### config.mk
export PLATFORM = sky130hd
export DESIGN_NAME = dmem_arbiter
export DESIGN_NICKNAME = d
export VERILOG_FILES = /design/src/rtl/dmem_arbiter_pkg.sv /design/src/rtl/dmem_arbiter_rr_pick2.sv /design/src/rtl/dmem_arbiter.sv
export SDC_FILE = /design/constraint.sdc
export NUM_CORES = 1
export LEC_CHECK = 0
export ABC_AREA = 1
export CAP_MARGIN = 10
export CORE_AREA = 2 2 90 92
export CTS_CLUSTER_SIZE = 24
export DETAILED_ROUTE_END_ITERATION = 16
export DIE_AREA = 0 0 92 94
export PLACE_DENSITY = 0.78
export SLEW_MARGIN = 0
export SYNTH_ARGS = -nofsm -noshare
export SYNTH_HDL_FRONTEND = slang
export SYNTH_HIERARCHICAL = 1
export SYNTH_SLANG_ARGS = --single-unit
### constraint.sdc
create_clock -name Clock -period 2.15 [get_ports Clock]
set_clock_uncertainty 0.2 [all_clocks]
set_input_delay 0.3225 -clock Clock [delete_from_list [all_inputs] [get_ports Clock]]
set_output_delay 0.3225 -clock Clock [all_outputs]
set_load 0.005 [all_outputs]
### src/rtl/dmem_arbiter_pkg.sv
// Shared constants for the data-memory arbiter: port identifiers and
// default geometry / lock-length values.
package dmem_arbiter_pkg;

  // Port identifiers, also used as the one-bit pointer / owner encoding.
  localparam logic PORT_A = 1'b0;
  localparam logic PORT_B = 1'b1;

  // Default memory geometry and lock length.
  localparam int ADDR_W_DEF   = 10;
  localparam int DATA_W_DEF   = 32;
  localparam int MAX_LOCK_DEF = 4;

  // Lock counter width; MAX_LOCK is limited to 1..15.
  localparam int LOCK_CNT_W = 4;

endpackage

### src/rtl/dmem_arbiter_rr_pick2.sv
// Two-way round-robin selector with a lock override.
// The grant is one-hot: bit 0 = port A, bit 1 = port B.
module rr_pick2
  import dmem_arbiter_pkg::*;
(
  input  logic       req_a_i,
  input  logic       req_b_i,
  input  logic       last_i,
  input  logic       lock_owner_i,
  input  logic       lock_active_i,
  output logic [1:0] gnt_o
);

  logic winner_s;

  // Pick the winner: a lone requester always wins; under contention the lock
  // owner wins if a lock is held, otherwise the port not granted last time.
  always_comb begin
    gnt_o    = 2'b00;
    winner_s = PORT_A;
    if (req_a_i && req_b_i) begin
      if (lock_active_i) begin
        winner_s = lock_owner_i;
      end else begin
        winner_s = ~last_i;
      end
      gnt_o = (winner_s == PORT_A) ? 2'b01 : 2'b10;
    end else if (req_a_i) begin
      gnt_o = 2'b01;
    end else if (req_b_i) begin
      gnt_o = 2'b10;
    end else begin
      gnt_o = 2'b00;
    end
  end

endmodule

### src/rtl/dmem_arbiter.sv
// Arbiter sharing one single-port synchronous data memory between port A
// (CPU) and port B (debug/DMA). Grants one access per cycle, drives the
// memory command, and routes read data back one cycle later to its owner.
module dmem_arbiter
  import dmem_arbiter_pkg::*;
#(
  parameter int ADDR_W   = ADDR_W_DEF,
  parameter int DATA_W   = DATA_W_DEF,
  parameter int MAX_LOCK = MAX_LOCK_DEF
) (
  input  logic              Clock,
  input  logic              Reset_n,
  input  logic              A_Req,
  input  logic              A_Write,
  input  logic              A_Lock,
  input  logic [ADDR_W-1:0] A_Addr,
  input  logic [DATA_W-1:0] A_WData,
  output logic              A_Gnt,
  output logic              A_RValid,
  output logic [DATA_W-1:0] A_RData,
  input  logic              B_Req,
  input  logic              B_Write,
  input  logic              B_Lock,
  input  logic [ADDR_W-1:0] B_Addr,
  input  logic [DATA_W-1:0] B_WData,
  output logic              B_Gnt,
  output logic              B_RValid,
  output logic [DATA_W-1:0] B_RData,
  output logic [ADDR_W-1:0] Mem_Address,
  output logic [DATA_W-1:0] Mem_WriteData,
  output logic              Mem_MemRead,
  output logic              Mem_MemWrite,
  input  logic [DATA_W-1:0] Mem_ReadData
);

  localparam logic [LOCK_CNT_W-1:0] MAX_LOCK_C = LOCK_CNT_W'(MAX_LOCK);

  // Last-grant pointer doubles as the registered command-mux select.
  logic                  last_q, last_d;
  logic                  lock_active_q, lock_active_d;
  logic                  lock_owner_q, lock_owner_d;
  logic [LOCK_CNT_W-1:0] lock_cnt_q, lock_cnt_d;
  logic                  rv_q, rv_d;
  logic                  tag_q, tag_d;

  logic [1:0]            gnt_s;
  logic                  any_gnt_s;
  logic                  sel_s;
  logic                  sel_write_s;
  logic                  sel_lock_s;
  logic [LOCK_CNT_W-1:0] cnt_inc_s;
  logic                  a_rv_s;
  logic                  b_rv_s;

  rr_pick2 u_pick (
    .req_a_i       (A_Req),
    .req_b_i       (B_Req),
    .last_i        (last_q),
    .lock_owner_i  (lock_owner_q),
    .lock_active_i (lock_active_q),
    .gnt_o         (gnt_s)
  );

  // With no grant the mux stays on the last granted port.
  assign any_gnt_s   = gnt_s[0] | gnt_s[1];
  assign sel_s       = any_gnt_s ? gnt_s[1] : last_q;
  assign sel_write_s = (sel_s == PORT_B) ? B_Write : A_Write;
  assign sel_lock_s  = (sel_s == PORT_B) ? B_Lock  : A_Lock;

  // Memory command; strobes and grants are held low while in reset.
  assign Mem_Address   = (sel_s == PORT_B) ? B_Addr  : A_Addr;
  assign Mem_WriteData = (sel_s == PORT_B) ? B_WData : A_WData;
  assign Mem_MemRead   = Reset_n & any_gnt_s & ~sel_write_s;
  assign Mem_MemWrite  = Reset_n & any_gnt_s &  sel_write_s;
  assign A_Gnt         = Reset_n & gnt_s[0];
  assign B_Gnt         = Reset_n & gnt_s[1];

  // Read return: the tagged owner sees memory data, the other side sees zero.
  assign a_rv_s   = Reset_n & rv_q & (tag_q == PORT_A);
  assign b_rv_s   = Reset_n & rv_q & (tag_q == PORT_B);
  assign A_RValid = a_rv_s;
  assign B_RValid = b_rv_s;
  assign A_RData  = a_rv_s ? Mem_ReadData : {DATA_W{1'b0}};
  assign B_RData  = b_rv_s ? Mem_ReadData : {DATA_W{1'b0}};

  // Next state: pointer follows the grant, reads arm the response tag, and a
  // locked grant extends or starts the lock until it hits MAX_LOCK.
  always_comb begin
    last_d        = last_q;
    lock_active_d = 1'b0;
    lock_owner_d  = lock_owner_q;
    lock_cnt_d    = {LOCK_CNT_W{1'b0}};
    rv_d          = 1'b0;
    tag_d         = tag_q;
    cnt_inc_s     = {LOCK_CNT_W{1'b0}};
    if (any_gnt_s) begin
      last_d = sel_s;
      rv_d   = ~sel_write_s;
      tag_d  = sel_s;
      if (sel_lock_s) begin
        if (lock_active_q && (lock_owner_q == sel_s)) begin
          cnt_inc_s = lock_cnt_q + {{(LOCK_CNT_W-1){1'b0}}, 1'b1};
        end else begin
          cnt_inc_s = {{(LOCK_CNT_W-1){1'b0}}, 1'b1};
        end
        if (cnt_inc_s >= MAX_LOCK_C) begin
          lock_active_d = 1'b0;
          lock_cnt_d    = {LOCK_CNT_W{1'b0}};
        end else begin
          lock_active_d = 1'b1;
          lock_owner_d  = sel_s;
          lock_cnt_d    = cnt_inc_s;
        end
      end else begin
        lock_active_d = 1'b0;
        lock_cnt_d    = {LOCK_CNT_W{1'b0}};
      end
    end else begin
      lock_active_d = 1'b0;
      lock_cnt_d    = {LOCK_CNT_W{1'b0}};
    end
  end

  // State registers; reset points at B so A wins the first contention.
  always_ff @(posedge Clock or negedge Reset_n) begin
    if (!Reset_n) begin
      last_q        <= PORT_B;
      lock_active_q <= 1'b0;
      lock_owner_q  <= PORT_A;
      lock_cnt_q    <= {LOCK_CNT_W{1'b0}};
      rv_q          <= 1'b0;
      tag_q         <= PORT_A;
    end else begin
      last_q        <= last_d;
      lock_active_q <= lock_active_d;
      lock_owner_q  <= lock_owner_d;
      lock_cnt_q    <= lock_cnt_d;
      rv_q          <= rv_d;
      tag_q         <= tag_d;
    end
  end

endmodule

# Word-level counts from Yosys, hierarchy flattened
# Index checks and enable logic that the tools add are counted.
# W data, S select, Z words.
[totals]
reg_bits = 9
inputBits = 124
elab_cells = 48
[classes]
n_addsub = 1
n_lt_le_gt_ge = 1
n_eq_ne = 1
mux = 23
n_bitwise = 13
reduce_logical = 3
[ops]
columns = ["op", "count"]
rows = [
  ["$mux W32", 3],
  ["$mux W4", 6],
  ["$mux W10", 1],
  ["$mux W1", 9],
  ["$and A1 B1 Y1", 8],
  ["$mux W2", 4],
  ["$add A4 B1 Y4 const B", 1],
  ["$ge A4 B3 Y1 const B", 1],
  ["$not A1 Y1", 4],
  ["$reduce_and A3 Y1", 1],
  ["$logic_and A1 B1 Y1", 2],
  ["$eq A1 B1 Y1", 1],
  ["$or A1 B1 Y1", 1],
]

# Logic depth before layout (Yosys ltp)
# Gate-level depths: netlist of the first run.
[depth]
depth_word = 16
depth_mapped = 13
ltp_nobuf = 13

# Hierarchy
# Netlist of the first run, hierarchy kept.
[by_module_without_submodules]
columns = ["module", "n_inst", "cells_per_inst", "area_each_um2", "seq_area_each_um2"]
rows = [
  ["dmem_arbiter", 1, 299, 1477.7, 226.5],
  ["rr_pick2", 1, 15, 68.8, 0.0],
]

# Worst setup path after synthesis of the first run
# No wires, ideal clock.
[synth_path]
path_type = "register -> output"
startpoint = "register last_q"
endpoint = "output Mem_Address[0]"
t_arrival_ns = 1.417
required_ns = 1.627
setup_slack_ns = 0.211
path_stages_with_launch = 11
path_cell_list = "dfstp_2 nor2_1 o21ai_1 inv_2 nand2_4 nand2_2 buf_6 inv_4 buf_6 nand2_1 nand2_1"
[synth_between]
elab_chain_len = 8
[synth_lines]
columns = ["element", "line_no", "source"]
rows = [
  ["start, declared", "dmem_arbiter.sv:39", "logic last_q, last_d;"],
  ["start signal, assigned", "dmem_arbiter.sv:134", "last_q <= last_d;"],
  ["$not A1 Y1", "dmem_arbiter_rr_pick2.sv:25", "winner_s = ~last_i;"],
  ["$mux W1", "dmem_arbiter_rr_pick2.sv:22", "if (lock_active_i) begin"],
  ["$mux W1", "dmem_arbiter_rr_pick2.sv:21", "if (req_a_i && req_b_i) begin"],
  ["$mux W2", "dmem_arbiter_rr_pick2.sv:27", "gnt_o = (winner_s == PORT_A) ? 2'b01 : 2'b10;"],
  ["$mux W2", "dmem_arbiter_rr_pick2.sv:21", ""],
  ["via gnt_s[0]", "dmem_arbiter.sv:46", "logic [1:0] gnt_s;"],
  ["$or A1 B1 Y1", "dmem_arbiter.sv:65", "assign any_gnt_s = gnt_s[0] | gnt_s[1];"],
  ["$mux W1", "dmem_arbiter.sv:66", "assign sel_s = any_gnt_s ? gnt_s[1] : last_q;"],
  ["$mux W10", "dmem_arbiter.sv:71", "assign Mem_Address = (sel_s == PORT_B) ? B_Addr : A_Addr;"],
  ["end, declared", "dmem_arbiter.sv:29", "output logic [ADDR_W-1:0] Mem_Address,"],
]
# The timed path passes the listed nets, and every way through them passes these cells. The select of a mux whose other input is x is not followed.

# Worst setup path in the final report of the first run
[layout_path]
startpoint = "register last_q"
endpoint = "output Mem_WriteData[16]"
[layout_between]
elab_chain_len = 8
[layout_lines]
columns = ["element", "line_no", "source"]
rows = [
  ["$not A1 Y1", "dmem_arbiter_rr_pick2.sv:25", ""],
  ["$mux W1", "dmem_arbiter_rr_pick2.sv:22", ""],
  ["$mux W1", "dmem_arbiter_rr_pick2.sv:21", ""],
  ["$mux W2", "dmem_arbiter_rr_pick2.sv:27", ""],
  ["$mux W2", "dmem_arbiter_rr_pick2.sv:21", ""],
  ["via gnt_s[0]", "dmem_arbiter.sv:46", ""],
  ["$or A1 B1 Y1", "dmem_arbiter.sv:65", ""],
  ["$mux W1", "dmem_arbiter.sv:66", ""],
  ["$mux W32", "dmem_arbiter.sv:72", "assign Mem_WriteData = (sel_s == PORT_B) ? B_WData : A_WData;"],
  ["end, declared", "dmem_arbiter.sv:30", "output logic [DATA_W-1:0] Mem_WriteData,"],
]
# The timed path passes the listed nets, and every way through them passes these cells. The select of a mux whose other input is x is not followed.

==> metrics.md, run 1 <==
| Metric | Value |
|---|---|
| Status | `complete, but fails checks` |
| Failing checks | `negative setup slack` |
| I/O pin cnt | `236` |
| Finished Cell Area | `0.00473 sq mm` |
| Wire length of the first global-routing pass | `14.2 mm` |
| Beginning of the critical path | `last_q` |
| Leading cell types in the layout, fill and taps excluded | `121 x clkdlybuf4s50_1, 73 x nand2_1, 67 x nor2_1, 67 x dlygate4sd2_1, 54 x nand2_2` |
| Commonest non-fill, non-tap cell in the layout | `clkdlybuf4s50_1` |
| Fmax | `0.427 GHz` |
| RD Place Congestion | `0.832` |
| Top cells by area, synth | `nand2_1 35%, nor2_1 17%, dfrtp_1 13%` |
| Antenna violations before repair | `1` |
| Via count | `2980` |
| Slew Viols, Final | `0` |
| Initial DRC Count | `52` |
| Number of cell rows | `32` |
| Worst skew pair latency | `230 ps` |
| Setup ws final | `-194 ps` |
| Post-synth top area cell | `nand2_1` |
| R2R Path End | `lock_owner_q` |
| Unrepaired setup endpoints after global routing | `true` |
| Pleak | `0.00275 uW` |
| CP Launch Type | `flip-flop` |
| Maximum vdd drop | `281 uV` |
| Largest net degree at the start of global routing | `17` |
| Critical Path Fanout Max | `6` |
| IO Port Bufs | `235` |
| Seq/Total Area, Yosys | `14.6%` |
| Yosys reg bits | `9` |
| Post-synth top area share | `35.4%` |
| Most common cell on crit path | `buf_6` |
| Post-Syn Instances | `314` |
| Final hold violations | `0` |
| Worst hold slack | `145 ps` |
| Placed Area | `0.00406 sq mm` |
| Worst Hold Class | `in -> async` |
| Cell area after synthesis | `0.00155 sq mm` |
| Critical Path End | `Mem_WriteData[16]` |
| CTS H-tree lvls | `1` |
| Die Area | `0.00865 sq mm` |
| Worst path cell trace | `nor2_4 -> o21ai_2 -> inv_2 -> nand2_4 -> nand2_8 -> inv_8 -> buf_6 -> buf_12 -> buf_6 -> nand2_2 -> nand2_1 -> buf_2` |
| Worst-path clk slew | `40 ps` |
| Fin crit period | `2340 ps` |
| Layout fillers | `684` |
| TritonCTS Buffers | `3` |
| Die Y | `94 um` |
| Final setup viols | `44` |
| Yosys warns | `6` |
| TritonCTS Sinks | `9` |
| Maxcap violations | `0` |
| Worst path arrival time | `1820 ps` |
| Reg2Reg Depth | `13` |
| Gr usage total | `20.7%` |
| Post-Layout Cell Count | `689` |
| Setup Total Neg Slack | `-5760 ps` |
| R2R setup slack | `10 ps` |
| Critical-path top delay cell | `dfstp_2` |
| Area of the core | `0.00761 sq mm` |
| Slowest stage delay, CP | `570 ps` |
| Vias/cell | `4.33` |
| Worst setup EP type | `output port` |
| DRC | `0` |
| Maximum clock insertion buffer count | `2` |
| Syn_area_per_cell | `4.93 sq um` |
| Share of cells above drive strength 1 | `33.6%` |
| Post-route ant nets | `0` |
| Vias in the first global route | `3045` |
| Root buf cell | `clkbuf_8` |
| Grt ovf | `0` |
| Worst Path Required | `1630 ps` |
| Reg2Reg Launch Point | `last_q` |
| Routed Wire Length | `9.56 mm` |
| Yosys cell types | `25` |
| Tcrit/Tclk final | `109%` |
| Die Wd | `92 um` |
| CTS tree | `yes` |
| Drt first pass iters | `4` |
| Total power | `2940 uW` |
| Hpwl dp | `7.05 mm` |
| Placed cells | `654` |
| Kind of critical path | `reg -> out` |
| Avg WL per Cell | `13.9 um` |
| Final Net Count | `712` |
| Initial core utilization | `20.3%` |
| Pwr dens | `620 mW/mm^2` |
| Area grow syn2layout | `206%` |
-- power by group --
group	switching [uW]	internal [uW]	total, uW	leakage, uW
Combinational	1100	1370	2470	0.00262
Clock	62.2	129	191	0.0000228
Sequential	50.1	224	274	0.000107
Total	1210	1720	2940	0.00275
-- routing by layer --
layer  part of all wire [%]  global-route usage [%]
met1                     31                    18.1
met2                     54                    42.8
met3                    9.5                    4.98
met4                    5.6                    10.7
met5                      0                       0
-- critical path, delay by kind of cell, from the launching register on --
| family | cells | cell delay (ps) |
|---|---|---|
| buffers and inverters | 6 | 570 |
| DFF | 1 | 570 |
| AOI/OAI and AO/OA | 1 | 160 |
| and+or+nand+nor | 5 | 300 |
-- synthesized netlist by cell type --
cell	count
a21oi_1	2
a22oi_1	1
buf_2	4
buf_6	11
conb_1	1
dfrtp_1	8
dfstp_2	1
ha_1	1
inv_1	42
inv_2	7
inv_4	1
nand2_1	146
nand2_2	4
nand2_4	2
nand3_1	3
nand3_2	1
nand4_1	1
nor2_1	71
nor3_2	1
nor3_4	1
nor3b_1	1
o21ai_0	1
o21ai_1	1
or2_0	1
xnor2_1	1
-- how the worst min path moves through the flow --
stage | startpoint | to | slack (ps)
after detailed placement | tag_q | tag_q | 400
after global routing | Reset_n | last_q | 170
after CTS | Reset_n | last_q | 120
after floorplan | Reset_n | lock_active_q | -170
final | Reset_n | last_q | 140
after global placement | tag_q | tag_q | 400
-- state kept, by name, indices dropped and copies added, names as in the netlist --
register / cells
rv_q: 1
last_q: 1
lock_owner_q: 1
lock_cnt_q: 4
tag_q: 1
lock_active_q: 1
-- repair_timing --
item / in CTS / in global routing
pin swaps: 32 / 21
gates resized for setup: 342 / 60
gates cloned: 12 / 1
setup buffers: 24 / 1
setup endpoints to repair: 111 / 51
hold buffers: 1 / 0
endpoints found under the hold margin: 8 / 0
-- metrics by stage --
stage	setup WS (ps)	util, %
6_report	-194	62.2
5_1_grt	-269	62.2
3_5_place_dp	-695	53.4
2_1_floorplan	211	-
4_1_cts	-224	59.7
3_3_place_gp	-633	53.4
-- cell type report --
type | instances | area [sq um] | area share, %
antenna | 1 | 2.50 | 0.0529
clock buffer | 4 | 45.0 | 0.952
inverter | 50 | 200 | 4.23
multi-input combinational | 241 | 1350 | 28.5
sequential | 9 | 228 | 4.81
tap | 102 | 128 | 2.70
timing repair buffer | 281 | 2770 | 58.6
timing repair inverter | 1 | 6.26 | 0.132
-- cells by family after synthesis --
group	share of synthesized area, %
other cells	0.242
fa+ha+maj	0.809
compound gates	1.78
flops	14.6
simple gates	60.4
xor+xnor	0.566
buf+inv	21.6
(Power assumes the default switching activity.)
==> run 2, diff against run 1 <==
--- a/config.mk
+++ b/config.mk
@@ -11,6 +11,7 @@
 export CTS_CLUSTER_SIZE = 24
 export DETAILED_ROUTE_END_ITERATION = 16
 export DIE_AREA = 0 0 92 94
+export GPL_TIMING_DRIVEN = 0
 export PLACE_DENSITY = 0.78
 export SLEW_MARGIN = 0
 export SYNTH_ARGS = -nofsm -noshare
==> run 2 against run 1 <==
Against the previous run: the run still ends with negative setup slack left; wire length shrank 3.3%; sequential share of layout area increased by 0.19 points; final cell count grew 0.87%; register-to-register slack improved by 220 ps; non-clock buffer count grew 8; highest routed layer unchanged.
==> metrics.md, run 2 (synthesized netlist as in run 1, its figures left out) <==
| Metric | Value |
|---|---|
| Maximum vdd drop | `358 uV` |
| Worst setup EP type | `output port` |
| Cell family with the largest share of critical-path delay | `buffers and inverters` |
| RD Place Congestion | `0.838` |
| Area of the core | `0.00761 sq mm` |
| Unrepaired setup endpoints after global routing | `true` |
| Routed Wire Length | `9.25 mm` |
| Initial core utilization | `20.3%` |
| Antenna diode count | `0` |
| Fmax | `0.412 GHz` |
| Worst Hold Class | `in -> async` |
| Grt ovf | `0` |
| Tcrit/Tclk final | `113%` |
| Post-route ant nets | `0` |
| CTS tree | `yes` |
| Worst skew pair latency | `240 ps` |
| Avg WL per Cell | `13.3 um` |
| Critical-path top delay cell | `dfstp_2` |
| Post-Layout Cell Count | `695` |
| IO Port Bufs | `235` |
| Reg2Reg Launch Point | `last_q` |
| Max reg flops | `4` |
| Vias in the first global route | `3024` |
| Root buf cell | `clkbuf_8` |
| Worst Path Required | `1630 ps` |
| TritonCTS Buffers | `3` |
| Total power | `2810 uW` |
| Final setup viols | `45` |
| Largest net degree at the start of global routing | `11` |
| Die Y | `94 um` |
| Placed cells | `652` |
| Antenna violations before repair | `0` |
| Worst hold slack | `383 ps` |
| GRT Max-Usage Layer | `met2` |
| TritonCTS Sinks | `9` |
| I/O pin cnt | `236` |
| CP Launch Type | `flip-flop` |
| Leading cell types in the layout, fill and taps excluded | `122 x clkdlybuf4s50_1, 79 x nand2_1, 69 x nor2_1` |
| Failing checks | `negative setup slack` |
| Die Wd | `92 um` |
| Number of cell rows | `32` |
| Placed Area | `0.00403 sq mm` |
| WP buf/inv | `6` |
| DRC | `0` |
| Largest Register | `lock_cnt_q` |
| Drt first pass iters | `6` |
| Initial DRC Count | `74` |
| CTS H-tree lvls | `1` |
| Finished Cell Area | `0.00453 sq mm` |
| Setup ws final | `-277 ps` |
| Grt met1 use | `17.0%` |
| Critical Path Fanout Max | `7` |
| Final Net Count | `719` |
| Maximum clock insertion buffer count | `2` |
| Met2 usage | `42.0%` |
| Slowest stage delay, CP | `560 ps` |
| Setup Total Neg Slack | `-9680 ps` |
| Final hold violations | `0` |
| Slew Viols, Final | `0` |
| Via count | `2930` |
| Vias/cell | `4.22` |
| Die Area | `0.00865 sq mm` |
| Maxcap violations | `0` |
| Global Route met3 Usage | `4.41%` |
| Gr usage total | `19.5%` |
| Kind of critical path | `reg -> out` |
| Hpwl dp | `6.92 mm` |
| Share of cells above drive strength 1 | `36.3%` |
| Area grow syn2layout | `193%` |
| Status | `complete, but fails checks` |
| Pwr dens | `620 mW/mm^2` |
| Fin crit period | `2430 ps` |
| Pleak | `0.00264 uW` |
| Worst-path clk slew | `50 ps` |
| Worst path cell trace | `nor2_2 -> o21ai_2 -> inv_2 -> nand2_4 -> nand2_4 -> buf_12 -> inv_12 -> buf_8 -> buf_6 -> nand2_1 -> nand2_1 -> buf_2` |
| Commonest non-fill, non-tap cell in the layout | `clkdlybuf4s50_1` |
| Worst path arrival time | `1900 ps` |
| Wire length of the first global-routing pass | `13.7 mm` |
| Beginning of the critical path | `last_q` |
-- run 2: cell types whose count changed in the layout (fill, tap and decap cells not counted), moves of 6 or more --
cell             delta
buf_4               +7
buf_8               +9
clkbuf_2           +23
clkdlybuf4s15_1    +10
dlygate4sd2_1      -39
nand2_1             +6
nand2_4             -9
-- run 2: layout make-up --
class                   instances  area, sq um
fillers                       711         3080
plain buffers                  15          200
multi-input cells             241         1230
flip-flops and latches          9          226
clock buffers                   4         45.0
well taps                     102          128
repair buffers                274         2500
inverters                      50          200
-- run 2: path summary, 6_finish.rpt --
path,endpoint,slack [ps],cells past startpoint
max,Mem_WriteData[7],-280,12
min,rv_q,380,2
max reg2reg,lock_owner_q,230,13
min reg2reg,tag_q,400,2
max in group asynchronous,last_q,1050,2
min in group Clock,tag_q,400,2
-- run 2: power by group --
part | internal, uW | total (uW) | switching [uW] | leakage, uW
clock network | 130 | 207 | 77.2 | 0.0000228
logic | 1300 | 2330 | 1030 | 0.00251
registers | 222 | 268 | 46.3 | 0.000109
-- run 2: metrics by stage --
stage | utilization, % | setup slack [ps]
after floorplan | - | 211
after global placement | 53.0 | -775
after detailed placement | 53.0 | -799
after CTS | 57.6 | -212
after global routing | 59.6 | -350
final | 59.6 | -277
-- run 2: per-layer routing --
layer,vias to the layer above,part of all wire [%]
met2,169,57
met5,-,0
met1,1281,33
li1,1460,-
met4,0,1.9
met3,20,8.8
-- run 2: worst register-to-register path: stages (launching register included) --
cell,delay [ps]
dfstp_2,560
nor2_2,50
o21ai_2,160
inv_2,70
nand2_4,70
buf_4,100
buf_4,90
nand3_1,60
nand2_1,80
nor2_1,60
nand2_1,130
nand2_4,80
nand2_2,60
nand2_1,50
-- run 2: repair_timing --
action / CTS / global route
hold buffers: 1 / 0
pin swaps: 18 / 27
endpoints found under the hold margin: 9 / 0
gates resized for setup: 325 / 116
cloned: 6 / 0
endpoints found under the setup margin: 112 / 69
buffers inserted: 30 / 2
==> variant: new RTL, flow settings as in run 1 <==
Change the package constant `LOCK_CNT_W` from 4 to 3.
--- a/src/rtl/dmem_arbiter_pkg.sv
+++ b/src/rtl/dmem_arbiter_pkg.sv
@@ -13,5 +13,5 @@
 
   // Lock counter width; MAX_LOCK is limited to 1..15.
-  localparam int LOCK_CNT_W = 4;
+  localparam int LOCK_CNT_W = 3;
 
 endpackage
Behaviour: no difference found for any inputs over 10 cycles, from zero or initial values and one cycle with Reset_n low; that may be too few to reach the edited logic, so the function may still have changed.
==> variant against run 1 <==
The flow still finishes with violations (negative setup slack); clock power is essentially flat; routed wire length down 11%; total power shrank 19%; final cell count fell by 15%; setup slack got worse by 0.11 ns; utilization fell by 2.9 points; design area decreased by 4.6%; sequential cell count down 1; synthesized area down 0.40%; die area is the same; count of clock-buffer cells in the layout unchanged.
==> variant: results (changes against run 1) <==
status:
  run_status: "complete, but fails checks"
  failed_checks: "negative setup slack"
placed_design:
  place.detailed.instances: 564  # -14%
  setup_slack_after_placement_ns: -0.704  # -0.00919 ns
  port-buffer-count: 235  # unchanged
  place.gp.congestion: 0.774  # -6.9%
  hpwl_detailed_um: 6650  # -5.8%
  post_placement_cell_area_sq_um: 4170  # +2.6%
yosys:
  yosys.cell_types.count: 23  # -8.0%
  synth_sequential_area_ratio_pct: 13.1  # -1.6 points
  multiplexer_share_of_the_synthesized_area_pct: 39.7  # +40 points
  synthAdderAreaFrac_pct: 0.812  # +0.0033 points
  postSynthNetCount: 342
  synth_compound_gate_area_share_pct: 2.11  # +0.33 points
  syn_avg_cell_area_sq_um: 7.10  # +44%
  yosys.area_share.xor_xnor_pct: 0  # -0.57 points
  synth_common_cells: "nor2_1, inv_1, mux2_4, nand2_1, dfrtp_1"
  yosys-top-cells-area: "mux2_4, nor2_1, dfrtp_1"
global_routing:
  via_count_of_the_first_global_routing_pass: 2489  # -18%
  grtUsageMet2_pct: 34.9  # -7.9 points
  gr_layer_usage_met1_pct: 20.4  # +2.3 points
  global_route_wire_length_before_repair_um: 12700  # -11%
  grt_usage_pct: 18.2  # -2.5 points
  grt_use_met3_pct: 5.46  # +0.48 points
power:
  total_leakage_power_nw: 2.48  # -9.8%
  powerClk_w: 0.000191  # about the same
  cell_internal_power_w: 0.00159  # -8.0%
  peakVddDrop_mv: 0.474  # +69%
  power.density_cell_area_nw_per_um2: 529  # -15%
  pwr-share-comb_pct: 82.5  # -1.7 points
critical_path:
  cp_data_arrival_time_ns: 1.93  # +0.11 ns
  reg2reg_setup_slack_ns: 0.03  # +0.02 ns
  critical_path.max_stage_delay_ns: 0.55  # -0.02 ns
  crit_path_end: "Mem_Address[6]"
  crit_path_max_fanout: 8  # +2
route:
  route.met3.wl_um: 653  # -28%
  routedLengthMet1_um: 3120  # +5.5%
  drt_iter0_drc: 68  # +31%
  vias: 2389  # -20%
  routed_wirelength_um: 8530  # -11%
  wl_met2_um: 4740  # -8.1%
timing:
  setup-violations-final: 44  # unchanged
  final.setup.tns_ns: -11.38  # -5.62 ns
  worst_slack_ns: -0.304  # -0.111 ns
  hold_slack_ns: 0.131  # -0.0134 ns
layout:
  fin_cells: 588  # -15%
  layout-drive-gt1-share_pct: 35.9  # +2.3 points
  nets: 611  # -14%
  largest_register_ff_count: 3  # -1
  fill_cells: 661  # -3.4%
clock_network:
  post_cts.resized_instances: 318  # -7.0%
  cts-buffers-inserted: 3  # unchanged
  post_cts_setup_buffer_count: 13  # -46%
==> variant: cell types whose count changed in the layout (fill, tap and decap cells not counted), sizes merged, moves of 6 or more <==
cell	run 1	this run
dlygate4sd2	67	47
mux2	0	42
nand2	152	19
clkdlybuf4s15	1	9
clkbuf	5	16
buf	88	82
==> variant: worst register-to-register path, delay by kind of cell, from the launching register on <==
kind / cells / cell delay (ns)
buffers and inverters: 4 / 0.45
flip-flops: 1 / 0.55
AND/OR/NAND/NOR: 8 / 0.69
AO/OA/AOI/OAI: 1 / 0.17
==> variant: layout make-up <==
class                           count  area, sq um  share of cell area, %
Timing Repair Buffer              274         2780                   61.5
Multi-Input combinational cell    150         1180                   26.0
Sequential cell                     8          201                   4.46
Inverter                           49          184                   4.07
Tap cell                          102          128                   2.83
Clock buffer                        4         45.0                  0.998
Antenna cell                        1         2.50                 0.0554
